$ cat src/rtl/keccak_xif_pkg.sv
// Shared types and sizing constants for the XIF-to-Keccak command sequencer.
package keccak_xif_pkg;

  localparam int N_WORDS     = 50;
  localparam int N_PAIRS     = 25;
  localparam int TIMEOUT_CYC = 64;
  localparam int CNT_W       = 7;

  typedef enum logic [1:0] {
    OP_LOAD = 2'd0,
    OP_PERM = 2'd1,
    OP_READ = 2'd2,
    OP_RSVD = 2'd3
  } ctrl_op_e;

  typedef enum logic [1:0] {
    ST_IDLE = 2'd0,
    ST_PERM = 2'd1,
    ST_WAIT = 2'd2,
    ST_RESP = 2'd3
  } ctrl_state_e;

endpackage

$ cat src/rtl/keccak_xif_ctrl.sv
// Single-outstanding command sequencer: LOAD word pairs, launch the permutation with a
// timeout guard, READ state words, and return exactly one response per accepted command.
module keccak_xif_ctrl
  import keccak_xif_pkg::*;
(
  input  logic          clk_i,
  input  logic          rst_ni,
  input  logic          req_valid_i,
  output logic          req_ready_o,
  input  logic [1:0]    req_op_i,
  input  logic [5:0]    req_idx_i,
  input  logic [31:0]   req_d0_i,
  input  logic [31:0]   req_d1_i,
  output logic          wr_en_o,
  output logic [5:0]    wr_idx_o,
  output logic [31:0]   wr_d0_o,
  output logic [31:0]   wr_d1_o,
  output logic          start_o,
  input  logic          done_i,
  input  logic [1599:0] state_i,
  output logic          rsp_valid_o,
  input  logic          rsp_ready_i,
  output logic [31:0]   rsp_data_o,
  output logic          rsp_err_o,
  output logic          busy_o,
  output logic          loaded_o
);

  // Handshakes: a transfer happens on a rising edge where valid and ready are both high;
  // a response, once valid, keeps data/err stable until it is consumed.

  ctrl_state_e        state_q, state_d;
  logic               ready_q, ready_d;
  logic               wr_en_q, wr_en_d;
  logic [5:0]         wr_idx_q, wr_idx_d;
  logic [31:0]        wr_d0_q, wr_d0_d, wr_d1_q, wr_d1_d;
  logic               start_q, start_d;
  logic [N_PAIRS-1:0] mask_q, mask_d;
  logic [CNT_W-1:0]   cnt_q, cnt_d;
  logic               rsp_valid_q, rsp_valid_d;
  logic [31:0]        rsp_data_q, rsp_data_d;
  logic               rsp_err_q, rsp_err_d;
  logic [31:0]        rd_word;

  always_comb begin
    rd_word = '0;
    for (int w = 0; w < N_WORDS; w++) begin
      if (req_idx_i == 6'(w)) rd_word = state_i[32*w +: 32];
    end
  end

  always_comb begin
    state_d     = state_q;
    wr_en_d     = 1'b0;
    wr_idx_d    = wr_idx_q;
    wr_d0_d     = wr_d0_q;
    wr_d1_d     = wr_d1_q;
    start_d     = 1'b0;
    mask_d      = mask_q;
    cnt_d       = cnt_q;
    rsp_valid_d = rsp_valid_q;
    rsp_data_d  = rsp_data_q;
    rsp_err_d   = rsp_err_q;
    unique case (state_q)
      ST_IDLE: begin
        if (req_valid_i && ready_q) begin
          rsp_data_d = '0;
          rsp_err_d  = 1'b0;
          cnt_d      = '0;
          case (ctrl_op_e'(req_op_i))
            OP_LOAD: begin
              state_d     = ST_RESP;
              rsp_valid_d = 1'b1;
              if (req_idx_i < 6'(N_PAIRS)) begin
                wr_en_d  = 1'b1;
                wr_idx_d = req_idx_i;
                wr_d0_d  = req_d0_i;
                wr_d1_d  = req_d1_i;
                for (int p = 0; p < N_PAIRS; p++) begin
                  if (req_idx_i == 6'(p)) mask_d[p] = 1'b1;
                end
              end else begin
                rsp_err_d = 1'b1;
              end
            end
            OP_READ: begin
              state_d     = ST_RESP;
              rsp_valid_d = 1'b1;
              if (req_idx_i < 6'(N_WORDS)) rsp_data_d = rd_word;
              else                         rsp_err_d  = 1'b1;
            end
            OP_PERM: begin
              state_d = ST_PERM;
              start_d = 1'b1;
              mask_d  = '0;
            end
            default: begin
              state_d     = ST_RESP;
              rsp_valid_d = 1'b1;
              rsp_err_d   = 1'b1;
            end
          endcase
        end
      end
      ST_PERM: begin
        // Counter tracks cycles elapsed since the start pulse went out.
        state_d = ST_WAIT;
        cnt_d   = CNT_W'(1);
      end
      ST_WAIT: begin
        if (done_i) begin
          state_d     = ST_RESP;
          rsp_valid_d = 1'b1;
        end else if (cnt_q == CNT_W'(TIMEOUT_CYC - 1)) begin
          state_d     = ST_RESP;
          rsp_valid_d = 1'b1;
          rsp_err_d   = 1'b1;
        end else begin
          cnt_d = cnt_q + CNT_W'(1);
        end
      end
      ST_RESP: begin
        if (rsp_ready_i) begin
          state_d     = ST_IDLE;
          rsp_valid_d = 1'b0;
          rsp_data_d  = '0;
          rsp_err_d   = 1'b0;
        end
      end
      default: state_d = ST_IDLE;
    endcase
    ready_d = (state_d == ST_IDLE);
  end

  always_ff @(posedge clk_i) begin
    if (!rst_ni) begin
      state_q     <= ST_IDLE;
      ready_q     <= 1'b0;
      wr_en_q     <= 1'b0;
      wr_idx_q    <= '0;
      wr_d0_q     <= '0;
      wr_d1_q     <= '0;
      start_q     <= 1'b0;
      mask_q      <= '0;
      cnt_q       <= '0;
      rsp_valid_q <= 1'b0;
      rsp_data_q  <= '0;
      rsp_err_q   <= 1'b0;
    end else begin
      state_q     <= state_d;
      ready_q     <= ready_d;
      wr_en_q     <= wr_en_d;
      wr_idx_q    <= wr_idx_d;
      wr_d0_q     <= wr_d0_d;
      wr_d1_q     <= wr_d1_d;
      start_q     <= start_d;
      mask_q      <= mask_d;
      cnt_q       <= cnt_d;
      rsp_valid_q <= rsp_valid_d;
      rsp_data_q  <= rsp_data_d;
      rsp_err_q   <= rsp_err_d;
    end
  end

  assign req_ready_o = ready_q;
  assign wr_en_o     = wr_en_q;
  assign wr_idx_o    = wr_idx_q;
  assign wr_d0_o     = wr_d0_q;
  assign wr_d1_o     = wr_d1_q;
  assign start_o     = start_q;
  assign rsp_valid_o = rsp_valid_q;
  assign rsp_data_o  = rsp_data_q;
  assign rsp_err_o   = rsp_err_q;
  assign busy_o      = (state_q != ST_IDLE);
  assign loaded_o    = &mask_q;

endmodule

$ cat config.mk
export PLATFORM = sky130hd
export DESIGN_NAME = keccak_xif_ctrl
export DESIGN_NICKNAME = d
export VERILOG_FILES = /design/src/rtl/keccak_xif_pkg.sv /design/src/rtl/keccak_xif_ctrl.sv
export SDC_FILE = /design/constraint.sdc
export NUM_CORES = 1
export LEC_CHECK = 0
export ABC_AREA = 1
export CAP_MARGIN = 40
export CORE_AREA = 3 3 686 688
export CTS_BUF_LIST = sky130_fd_sc_hd__clkbuf_16
export DETAILED_ROUTE_END_ITERATION = 6
export DIE_AREA = 0 0 689 691
export GPL_TIMING_DRIVEN = 0
export PLACE_DENSITY = 0.3
export SETUP_SLACK_MARGIN = 0.02
export SLEW_MARGIN = 25
export SYNTH_ARGS = -nofsm -noshare
export SYNTH_HDL_FRONTEND = slang
export SYNTH_SLANG_ARGS = --single-unit
$ cat constraint.sdc
create_clock -name clk_i -period 3.7 [get_ports clk_i]
set_input_delay 0.74 -clock clk_i [delete_from_list [all_inputs] [get_ports clk_i]]
set_output_delay 0.74 -clock clk_i [all_outputs]
set_load 0.1 [all_outputs]
Word level (Yosys, flattened, before mapping)
Index checks and enable logic that the tools add are counted.
{ "op_classes": {"muxes": 106, "bitwise_logic": 0, "magnitude_cmp": 2, "n_eq_ne": 88, "shifts": 0, "multipliers": 0, "reduce_logical": 43, "div_mod_pow": 0, "addsub": 1} }
{ "ops": {"columns": ["operator", "n"], "rows": [
  ["$mux 32", 54],
  ["$reduce_and 5->1", 27],
  ["$eq 6x6->1 const B", 18],
  ["$eq 6x5->1 const B", 16],
  ["$ne 2x2->1 const B", 32],
  ["$pmux 32 s2", 1],
  ["$pmux 25 s2", 1],
  ["$eq 6x4->1 const B", 8],
  ["$mux 1", 36],
  ["$mux 25", 1],
  ["$reduce_and 25->1", 1],
  ["$eq 6x3->1 const B", 4],
  ["$mux 7", 3],
  ["$pmux 7 s3", 1],
  ["$eq 6x2->1 const B", 2],
  ["$reduce_and 4->1", 3],
  ["$mux 2", 5],
  ["$pmux 1 s3", 3],
  ["$pmux 2 s4", 1],
  ["$add 7x1->7 const B", 1],
  ["$eq 7x6->1 const B", 1],
  ["$eq 2x2->1 const B", 3],
  ["$eq 6x1->1 const B", 1],
  ["$logic_not 2->1", 3],
  ["9 further kinds", 14]
]} }
{ "word_totals": {"regBits": 141, "romBits": 0, "inputBits": 1677, "ram_bits": 0, "out_inout_bits": 109, "elab_cells": 276, "latch_bits": 0, "n_memories": 0} }

Longest topological paths before layout
{ "logic_depth": {"ltp_word": 55, "ltp_mapped": 37, "mapped_depth_nobuf": 36} }

Worst setup path after synthesis
OpenSTA, ideal clock, no wires.
{ "synth_path": {"kind": "reg2out", "startpoint": "register mask_q[22]", "endpoint": "output port loaded_o", "slack_ps": -576, "arrival_ps": 3536, "stages_incl_launch_ff": 5, "path_buffers": 0, "required_ps": 2960, "cell_sequence": "dfxtp_1 > inv_1 > nor4_1 > nand3_1 > nor4_1"} }
{ "synth_via": {"elab_chain_cells": 1} }
{ "synth_rtl": {"columns": ["item", "line_no", "rtl"], "rows": [
  ["from (decl)", "keccak_xif_ctrl.sv:38", "logic [N_PAIRS-1:0] mask_q, mask_d;"],
  ["from (signal assigned)", "keccak_xif_ctrl.sv:157", "mask_q <= mask_d;"],
  ["$reduce_and 25->1", "keccak_xif_ctrl.sv:175", "assign loaded_o = &mask_q;"],
  ["to (decl)", "keccak_xif_ctrl.sv:26", "output logic loaded_o"]
]} }
No other way between the ends.

Worst setup path after layout
{ "layout_path": {"startpoint": "input port req_idx_i[4]", "endpoint": "register rsp_data_q[12] (netlist: rsp_data_o[12])"} }
{ "layout_via": {"elab_chain_cells": 55, "word_cells_on_any_way": 105, "cone_classes": "1 x order compare; 49 x eq/ne; 54 x mux; 1 x reduce/logical"} }
{ "layout_rtl": {"columns": ["item", "line_no", "rtl"], "rows": [
  ["from (decl)", "keccak_xif_ctrl.sv:11", "input logic [5:0] req_idx_i,"],
  ["$logic_not 6->1", "keccak_xif_ctrl.sv:48", "if (req_idx_i == 6'(w)) rd_word = state_i[32*w +: 32];"],
  ["$mux 32 (50 in a row)", "keccak_xif_ctrl.sv:48", null],
  ["$mux 32 (*)", "keccak_xif_ctrl.sv:89", "if (req_idx_i < 6'(N_WORDS)) rsp_data_d = rd_word;"],
  ["$mux 32 (*)", "keccak_xif_ctrl.sv:70", "case (ctrl_op_e'(req_op_i))"],
  ["$mux 32 (*)", "keccak_xif_ctrl.sv:66", "if (req_valid_i && ready_q) begin"],
  ["$pmux 32 s2 (*)", "keccak_xif_ctrl.sv:64", "unique case (state_q)"],
  ["to (signal assigned)", "keccak_xif_ctrl.sv:160", "rsp_data_q <= rsp_data_d;"],
  ["to (decl)", "keccak_xif_ctrl.sv:41", "logic [31:0] rsp_data_q, rsp_data_d;"]
]} }
Every way passes the cells marked *; elsewhere a longest branch is shown, timed or not. The select of a mux whose other input is x is not followed.
A chain may end at the register's enable or synchronous reset.

==> results_dict.tcl <==
set metrics [dict create \
    outcome "finished, violations left" \
    failed_checks "setup timing" \
    slew_viol_final 0 \
    min_path_type "reg2reg" \
    ir_drop_mv 0.260 \
    synth-edff-count 0 \
    die_w_microns 689 \
    start_util_pct 4.02 \
    drc_errors 0 \
    final_nets 7591 \
    synth_ff_type "dfxtp_1" \
    setup_violations 32 \
    clkPwrFrac_pct 22.1 \
    hold_path_depth 2 \
    ys_ff_latch 141 \
    slew_headroom_pct 27.3 \
    rows 250 \
    worstReg2RegStart "state_q[1]" \
    hold_viol 0 \
    combPwrFrac_pct 62.6 \
    area_delta_synth_final_pct 187 \
    worst_path_most_repeated_cell "nand4_1" \
    reg2regPathDepth 9 \
    clk_latency_ps 570 \
    die_y_microns 691 \
    yosysWarnings 0 \
    fmax_ghz 0.129 \
    cts_tree "built" \
    vias 35697 \
    drive_above_1_share_pct 18.7 \
    crit_path_end_kind "flop" \
    path_clk_slew_ps 80 \
    ant_nets 0 \
    switching_share_pct 46.5 \
    reg2reg_to "rsp_data_o[11]" \
    p_leak_nw 19.4 \
    antenna_found_initial 254 \
    min_from "cnt_q[6]" \
    cp_max_fo 5 \
    dp_hpwl_microns 411000 \
    critPathArrivalTime_ps 8200 \
    initialDrtViolationCount 2735 \
    grt_util_all_layers_pct 17.7 \
    p_int_mw 5.81 \
    r2r_slack_ps 670 \
    cts_htree_levels 4 \
    dr.pass1.iters 7 \
    ctsLongestPathBuffers 3 \
    rsz0062_at_grt "true" \
    avgSynthCellArea_sq_um 4.91 \
    finalWorstSetupSlack_ps -4070 \
    synth_area_sq_um 18700 \
    clock_sinks 141 \
    core_sq_um 464000 \
    ys_seq_area_share_pct 15.1 \
    cts-root-buf "clkbuf_16" \
    tightest_slew_ps 1090 \
    cp.required_ps 4120 \
    grt.overflow.total 0 \
    syn_nets 5487 \
    viasPerCell 2.93 \
    wl_per_cell_microns 36.0 \
    ioPinCount 1786 \
    holdPathEnd "cnt_q[6]" \
    portBuffers 1784 \
    gp_congestion 0.961 \
    fin_hold_ws_ps 440 \
    p_switching_mw 5.05 \
    final_util_pct 11.5 \
    critical-path-max-stage-delay_ps 760 \
    synthCells 3804 \
    fin_crit_ps 7770 \
    cellPowerDensity_nw_per_um2 203 \
    cp_slowest_cell "nand4_1" \
    die-area_sq_um 476000 \
    p_seq_share_pct 15.3 \
    drv_cap 0 \
    cp-start-kind "input pin" \
    post-route-period-util_pct 210 \
    path_class "in2reg" \
    ys_types 35 \
    fin_worst_skew_ps 37.7 \
    grt_max_degree 15 \
    synthArstFlopShare_pct 0 \
    grt_pass1_wl_microns 513000 \
    wirelength_microns 439000 \
    numCtsBuffers 25 \
    grt_pass1_vias 36087 \
]
area by class of cell:
class / count / area [sq um]
buffer: 196 / 1120
inverter: 465 / 1770
fill: 54423 / 411000
sequential: 141 / 2820
clock inverter: 8 / 116
multi-input combinational: 3001 / 16500
tap: 6174 / 7720
clock buffer: 25 / 626
antenna: 100 / 250
timing repair buffer: 2078 / 22600
Yosys cell counts (all sizes together), types with 4 or more instances:
library cell	instances	area, sq um
nand2	1419	5330
nor2	531	2050
inv	460	1730
nand4	318	1990
a21oi	280	1400
clkbuf	182	683
or2	172	1080
dfxtp	141	2820
nand3	109	546
o21ai	108	541
nor3	39	195
buf	15	82.6
ha	6	75.1
clkinv	5	18.8
o21bai	5	37.5
nor4	4	25.0
state kept, by name, summed over array words and instances, names as in the netlist, 2 cells and up:
register,cells
rsp_data_o,32
mask_q,25
state_q,2
wr_d0_o,32
wr_idx_o,6
cnt_q,7
wr_d1_o,32
logic make-up after synthesis:
group           share of synthesized area (%)
simple gates                             60.2
fa+ha+maj                               0.402
buf+inv                                  13.5
flops                                    15.1
xor+xnor                               0.0469
compound gates                           10.8
stage by stage:
| step | area, sq um | std cells | TNS [ps] | power, mW | setup slack [ps] |
|---|---|---|---|---|---|
| finish | 53500 | 12188 | -108020 | 10.9 | -4070 |
| global route | 53400 | 12141 | -115090 | 11.4 | -4400 |
| CTS | 52800 | 12070 | -118800 | 11.2 | -4490 |
| detailed placement | 48300 | 11969 | -273150 | 8.15 | -8640 |
| global placement | 44300 | 11762 | -396550 | 7.59 | -12240 |
| floorplan | 18700 | 3804 | 0 | 3.10 | 246 |
worst max path at each step:
stage | to | slack [ps] | start | depth (start not counted)
floorplan | rsp_data_o[12] | 250 | req_idx_i[3] | 33
global placement | rsp_data_o[8] | -12240 | req_idx_i[0] | 33
detailed placement | rsp_data_o[2] | -8640 | req_idx_i[0] | 33
CTS | rsp_data_o[30] | -4490 | req_idx_i[1] | 34
global route | rsp_data_o[30] | -4400 | req_idx_i[1] | 34
finish | rsp_data_o[12] | -4070 | req_idx_i[4] | 37
cell usage in the layout (no fill, tap or decap), types with 15 or more instances in the layout:
cell type	count
clkdlybuf4s50_1	1742
nand3_1	31
or2_2	146
clkbuf_1	118
buf_8	65
clkbuf_2	41
dfxtp_1	141
nand4_1	318
nor2_4	116
or2_0	15
nor3_1	38
nand2_1	1193
a21oi_1	264
nor2_2	53
nand3_4	41
inv_1	442
diode_2	100
nand2_2	83
buf_12	26
buf_4	78
nand2_4	128
buf_6	54
o21ai_0	106
nor2_1	362
nand3_2	37
clkbuf_16	29
buf_2	38
buf_16	90
nand2_8	15
critical path: cells and delay by family:
| kind | cells | cell delay, ps |
|---|---|---|
| buffers and inverters | 7 | 980 |
| and+or+nand+nor | 29 | 6220 |
| AOI/OAI and AO/OA | 1 | 60 |
per-layer routing:
layer / share of wire [%] / GRT usage (%) / vias up
li1: - / - / 16357
met1: 39 / 20.3 / 16998
met2: 50 / 32.4 / 1812
met3: 7.7 / 4.70 / 470
met4: 3.0 / 4.10 / 60
met5: 0.090 / 0 / -
power groups by stage:
| stage | sequential, mW | clock (mW) | combinational, mW |
|---|---|---|---|
| 3_3_place_gp | 1.70 | 0 | 5.90 |
| 4_1_cts | 1.66 | 2.54 | 7.02 |
| 2_1_floorplan | 1.99 | 0 | 1.11 |
| 5_1_grt | 1.67 | 2.54 | 7.14 |
| 3_5_place_dp | 1.70 | 0 | 6.45 |
| 6_report | 1.66 | 2.40 | 6.80 |
what timing repair did:
item	4_1_cts	5_1_grt
setup endpoints to repair	43	33
hold buffers	0	0
pin swaps	523	490
setup buffers	68	9
gates resized for setup	839	88
Note: power is estimated with default switching activity, not from simulation.
